$ cat src/rtl/aes_rkey_buf.sv
// Round-key buffer for AES-128: captures the 11 expanded round keys and
// replays them forward (encrypt) or in reverse (decrypt) with one-cycle latency.
module aes_rkey_buf #(
  parameter int NUM_KEYS = 11,
  parameter int IDX_W    = 4
) (
  input  logic             clk,
  input  logic             nrst,
  input  logic             en,
  input  logic             start,
  input  logic             key_vld,
  input  logic [127:0]     key_i,
  input  logic             rd_req,
  input  logic             rd_dir,
  output logic [127:0]     rd_key_o,
  output logic [IDX_W-1:0] rd_idx_o,
  output logic             rd_vld_o,
  output logic             rd_last_o,
  output logic             ready_o,
  output logic             err_o
);

  typedef enum logic [1:0] {IDLE = 2'd0, FILL = 2'd1, READY = 2'd2} state_t;

  localparam logic [IDX_W-1:0] LAST_IDX = IDX_W'(NUM_KEYS - 1);
  localparam logic [IDX_W-1:0] ZERO_IDX = {IDX_W{1'b0}};
  localparam logic [IDX_W-1:0] ONE_IDX  = {{(IDX_W-1){1'b0}}, 1'b1};

  state_t           state_r, state_nxt_s;
  logic [IDX_W-1:0] wr_ptr_r, rd_ptr_r, rd_pos_s, rd_ptr_nxt_s, rd_idx_r;
  logic             dir_r, at_bnd_r, rd_dir_eff_s, rd_end_s;
  logic             wr_s, rd_acc_s, err_set_s;
  logic             ready_r, rd_vld_r, rd_last_r, err_r;
  logic [127:0]     rd_key_r;
  logic [127:0]     mem_r [NUM_KEYS];

  // State register; ready follows the registered state
  always_ff @(posedge clk or negedge nrst) begin
    if (!nrst) begin
      state_r <= IDLE;
      ready_r <= 1'b0;
    end else if (en) begin
      state_r <= state_nxt_s;
      ready_r <= (state_nxt_s == READY);
    end
  end

  // Next-state logic; start restarts capture from any state
  always_comb begin
    state_nxt_s = state_r;
    if (en && start) begin
      state_nxt_s = FILL;
    end else if (en) begin
      case (state_r)
        FILL: begin
          if (key_vld && (wr_ptr_r == LAST_IDX)) begin
            state_nxt_s = READY;
          end else begin
            state_nxt_s = FILL;
          end
        end
        default: state_nxt_s = state_r;
      endcase
    end else begin
      state_nxt_s = state_r;
    end
  end

  // Per-state actions; start masks any simultaneous write, read or error
  always_comb begin
    wr_s      = 1'b0;
    rd_acc_s  = 1'b0;
    err_set_s = 1'b0;
    if (en && !start) begin
      case (state_r)
        IDLE:    err_set_s = rd_req;
        FILL: begin
          wr_s      = key_vld;
          err_set_s = rd_req;
        end
        READY: begin
          rd_acc_s  = rd_req;
          err_set_s = key_vld;
        end
        default: err_set_s = 1'b0;
      endcase
    end else begin
      wr_s = 1'b0;
    end
  end

  // At a block boundary the direction and first position come from rd_dir
  always_comb begin
    rd_dir_eff_s = at_bnd_r ? rd_dir : dir_r;
    if (at_bnd_r) begin
      rd_pos_s = rd_dir ? LAST_IDX : ZERO_IDX;
    end else begin
      rd_pos_s = rd_ptr_r;
    end
    rd_end_s     = rd_dir_eff_s ? (rd_pos_s == ZERO_IDX) : (rd_pos_s == LAST_IDX);
    rd_ptr_nxt_s = rd_dir_eff_s ? (rd_pos_s - ONE_IDX) : (rd_pos_s + ONE_IDX);
  end

  // Write pointer
  always_ff @(posedge clk or negedge nrst) begin
    if (!nrst) begin
      wr_ptr_r <= ZERO_IDX;
    end else if (en) begin
      if (start) begin
        wr_ptr_r <= ZERO_IDX;
      end else if (wr_s) begin
        wr_ptr_r <= wr_ptr_r + ONE_IDX;
      end
    end
  end

  // Key storage, deliberately not reset
  always_ff @(posedge clk) begin
    if (wr_s) begin
      mem_r[wr_ptr_r] <= key_i;
    end
  end

  // Read pointer, boundary flag and latched direction
  always_ff @(posedge clk or negedge nrst) begin
    if (!nrst) begin
      rd_ptr_r <= ZERO_IDX;
      at_bnd_r <= 1'b1;
      dir_r    <= 1'b0;
    end else if (en) begin
      if (start) begin
        rd_ptr_r <= ZERO_IDX;
        at_bnd_r <= 1'b1;
      end else if (rd_acc_s) begin
        dir_r <= rd_dir_eff_s;
        if (rd_end_s) begin
          rd_ptr_r <= ZERO_IDX;
          at_bnd_r <= 1'b1;
        end else begin
          rd_ptr_r <= rd_ptr_nxt_s;
          at_bnd_r <= 1'b0;
        end
      end
    end
  end

  // Registered read outputs
  always_ff @(posedge clk or negedge nrst) begin
    if (!nrst) begin
      rd_key_r  <= 128'd0;
      rd_idx_r  <= ZERO_IDX;
      rd_vld_r  <= 1'b0;
      rd_last_r <= 1'b0;
    end else if (en) begin
      rd_vld_r  <= rd_acc_s;
      rd_last_r <= rd_acc_s & rd_end_s;
      if (rd_acc_s) begin
        rd_key_r <= mem_r[rd_pos_s];
        rd_idx_r <= rd_pos_s;
      end
    end
  end

  // Sticky protocol error, cleared only by start
  always_ff @(posedge clk or negedge nrst) begin
    if (!nrst) begin
      err_r <= 1'b0;
    end else if (en) begin
      if (start) begin
        err_r <= 1'b0;
      end else if (err_set_s) begin
        err_r <= 1'b1;
      end
    end
  end

  assign rd_key_o  = rd_key_r;
  assign rd_idx_o  = rd_idx_r;
  assign rd_vld_o  = rd_vld_r;
  assign rd_last_o = rd_last_r;
  assign ready_o   = ready_r;
  assign err_o     = err_r;

endmodule

$ cat config.mk
export PLATFORM = sky130hd
export DESIGN_NAME = aes_rkey_buf
export DESIGN_NICKNAME = d
export VERILOG_FILES = /design/src/rtl/aes_rkey_buf.sv
export SDC_FILE = /design/constraint.sdc
export NUM_CORES = 2
export LEC_CHECK = 0
export CORE_AREA = 2 2 398 400
export DETAILED_ROUTE_END_ITERATION = 10
export DIE_AREA = 0 0 400 402
export GPL_ROUTABILITY_DRIVEN = 0
export GPL_TIMING_DRIVEN = 0
export REMOVE_ABC_BUFFERS = 1
export SETUP_SLACK_MARGIN = 0.05
export SYNTH_ARGS = -nofsm -noshare
export SYNTH_HDL_FRONTEND = slang
export SYNTH_SLANG_ARGS = --single-unit
$ cat constraint.sdc
create_clock -name clk -period 9.3 [get_ports clk]
set_clock_uncertainty 0.1 [all_clocks]
set_input_delay 1.86 -clock clk [delete_from_list [all_inputs] [get_ports clk]]
set_output_delay 1.86 -clock clk [all_outputs]
set_load 0.01 [all_outputs]
==> summary.txt <==
Global routing
  – Largest net degree at the start of global routing: 92
  – Initial antenna violation count: 32
  – First-pass GRT wire length: ~240000 µm
  – GR Util All Layers: a little over a fifth
  – Vias in the first global route: roughly 34000
  – Gr ovfl total: 0

Clock network
  – Post-CTS resize count: 0
  – Root Buffer: clkbuf_16
  – CTS tree: built
  – Num CTS Buffers: between 150 and 200
  – Post-CTS Setup Repair Bufs: 0
  – Clock buffer depth: 3
  – CTS Sinks: roughly 1600
  – Clk_lat worst skew: approximately 800 ps
  – Clock transition at path regs: roughly 60 ps
  – H-tree depth: 4
  – Hold_buf cts: 0

Synthesis
  – Synthesized area: 60580 µm²
  – Syn avg cell area: around 18 µm²
  – Count of flip-flops with a built-in enable after synthesis: 1408
  – Synth cell types: between 40 and 50
  – Synth top area cells: edfxtp_1 70%, dfrtp_1 6.1%, mux4_2 4.8%
  – Synth Warn #: 0
  – Synthesized flop and latch total: approximately 1600
  – Prevailing post-synth register cell: edfxtp_1
  – Synth area leader: edfxtp_1
  – Post-Syn Instances: about 3400
  – Top cell type's share of synthesized area: between 60% and 70%
  – Post-synthesis sequential area ratio: approximately three quarters
  – Most frequent cell after synthesis: edfxtp_1
  – Top cells by count, synth: 1408 x edfxtp_1, 277 x nand2_1, 257 x mux2i_1
  – Async S/R FF share, synth: under 10%

Worst setup path
  – Most common cell on crit path: buf_16
  – WP data required: 9650 ps
  – Arr. time, crit path: around 5500 ps
  – CP max stage delay: 910 ps
  – Worst r2r src: rd_ptr_r[1]$_DFFE_PN0P_
  – Critical path origin: en
  – CP max stage cell: clkdlybuf4s50_1
  – CP Launch Type: primary input
  – CP top delay family: buffers and inverters
  – Buf/Inv on CP: 4
  – CP Max Fanout: 39
  – Crit path cell chain: clkdlybuf4s50_1 > nand3b_1 > nor3_1 > and2_4 > buf_16 > buf_16 > buf_16
  – Setup crit end kind: register
  – Kind of critical path: in2reg

Placed design
  – Port buffer count: 270
  – Pre-CTS setup slack: between 3000 and 4000 ps
  – Dpl hpwl: 95760 µm

Floorplan
  – Vert. Die Dim: 402 µm
  – FP Rows: between 100 and 150
  – Core ar.: approximately 160000 µm²
  – Initial core utilization: between 30% and 40%
  – Total die area: around 160000 µm²
  – IO Pins: between 200 and 300
  – Die W: 400 µm

STA
  – Min Tclk post-route: 5100 ps
  – Fin. max-slew vios: 0
  – Max-slew headroom: a little under two fifths
  – Max Clk Rate: between 150 and 200 MHz
  – Worst slew pin tran: between 900 and 1000 ps
  – # setup viols final: 0
  – Final hold vios: 0
  – Setup TNS: 0 ps
  – Final worst setup slack: around 4200 ps
  – RSZ-0062 raised after global routing: no
  – Final worst path period share: between 50% and 60%

Hold path
  – Hold path start: rd_idx_o[0]$_DFFE_PN0P_
  – Hold WC Path Type: reg2reg

Pwr
  – Leakage: 23.58 nW
  – Pwr per Cell Area: between 200 and 250 nW/µm²
  – Max VDD drop: between 0.2 and 0.25 mV

Detailed routing
  – DR vias: between 30000 and 40000
  – DRT iter0 DRCs: ~3700
  – Antenna-violating nets left: 0
  – Vias/cell: 5.669
  – DR DRC count: 0
  – Pre-antenna DRT Iters: 5
  – Wire length per cell: 28.31 µm
  – Drt total wl: around 170000 µm

Cells and area
  – Area grow syn2layout: 20.65%
  – Layout cell share with drive strength beyond 1: between 10% and 20%
  – Layout Nets: between 3000 and 4000
  – Number of fill cells: ~13000

Run status
  – Status: complete, no violations

Job
  – Maxcap violations: 0
-- worst register-to-register path, stage by stage (launching register included) --
cell and delay (ps):
dfrtp_4 760, buf_16 350, mux2i_4 320, buf_16 270
buf_16 170, inv_8 340, buf_16 380, buf_16 460
mux2_2 520, o22ai_1 150, o21ai_1 100
-- cells by family after synthesis --
| logic type | after synthesis | synth area share [%] |
|---|---|---|
| flip-flops | 1556 | 75.91 |
| AO/OA/AOI/OAI | 670 | 7.702 |
| multiplexers | 514 | 11.42 |
| buffers and inverters | 370 | 2.613 |
| AND/OR/NAND/NOR | 320 | 2.152 |
| adder cells (fa/ha/maj) | 7 | 0.1570 |
| XOR/XNOR | 3 | 0.04338 |
-- per-stage QoR --
stage | hold WS (ps) | instances | utilization, % | power [mW] | cell area, µm²
final | 378.6 | 5978 | 46.52 | 14.82 | 73090
after global routing | 407.2 | 5977 | 46.52 | 15.26 | 73090
after CTS | 385.2 | 5969 | 46.51 | 14.96 | 73070
after detailed placement | 372.1 | 5663 | 43.08 | 8.437 | 67680
after global placement | 362.7 | 5550 | 41.25 | 8.446 | 64810
after floorplan | 377.7 | 3208 | - | 8.123 | 59510
-- report_power, final --
group / total (mW) / leakage, nW / switching [mW] / internal (mW)
combinational: 0.532 / 6.22 / 0.332 / 0.200
sequential: 7.76 / 14.7 / 0.0320 / 7.73
clock: 6.53 / 2.65 / 2.72 / 3.82
total: 14.8 / 23.6 / 3.08 / 11.7
-- registers in the layout, summed over array words and instances, names as in the netlist --
signal	count
mem_r	1408
rd_vld_o	1
rd_last_o	1
err_o	1
state_r	2
rd_ptr_r	4
rd_key_o	128
wr_ptr_r	4
dir_r	1
ready_o	1
rd_idx_o	4
at_bnd_r	1
-- placed cells by master (no fill, tap or decap), types with 5 or more instances in the layout --
| cell | instances |
|---|---|
| mux2i_1 | 256 |
| buf_12 | 43 |
| a221oi_1 | 127 |
| clkbuf_1 | 42 |
| ha_1 | 6 |
| inv_6 | 7 |
| edfxtp_1 | 1408 |
| o21ai_0 | 29 |
| nand2_1 | 277 |
| a311o_1 | 128 |
| buf_16 | 68 |
| o22ai_1 | 133 |
| bufinv_16 | 13 |
| mux2_2 | 128 |
| a21oi_1 | 133 |
| diode_2 | 9 |
| o21ai_1 | 110 |
| clkbuf_16 | 167 |
| mux4_2 | 128 |
| and2_4 | 9 |
| nor2_1 | 5 |
| dfrtp_1 | 145 |
| clkinv_1 | 20 |
| clkdlybuf4s50_1 | 269 |
| clkinv_2 | 30 |
| clkbuf_8 | 18 |
| inv_1 | 137 |
-- layer usage --
layer / track usage [%] / part of all wire [%] / vias up
met5: 0 / 0.15 / -
met4: 5.887 / 2.1 / 38
met3: 4.989 / 8.2 / 276
met2: 30.85 / 45 / 1375
met1: 30.76 / 45 / 17819
li1: - / - / 14383
-- worst paths after layout --
path | to | slack (ps) | depth (start not counted)
min | rd_idx_o[0]$_DFFE_PN0P_ | 380 | 2
max | mem_r[6][81]$_DFFE_PP_ | 4200 | 7
max reg2reg | rd_key_o[93]$_DFFE_PN0P_ | 5240 | 10
min reg2reg | rd_idx_o[0]$_DFFE_PN0P_ | 380 | 2
max in group asynchronous | rd_key_o[85]$_DFFE_PN0P_ | 6990 | 3
min in group asynchronous | rd_key_o[25]$_DFFE_PN0P_ | 810 | 1
-- final cells by class --
class	count	area, µm²	share of cell area, %
diodes	9	22.52	0.03081
clock inverters	79	797.0	1.090
flip-flops and latches	1556	45990	62.93
repair buffers	383	5470	7.485
well taps	2072	2592	3.547
multi-input cells	1514	13100	17.93
clock buffers	227	4584	6.272
inverters	138	525.5	0.7190
No activity file was read; power rests on OpenSTA's default activity.
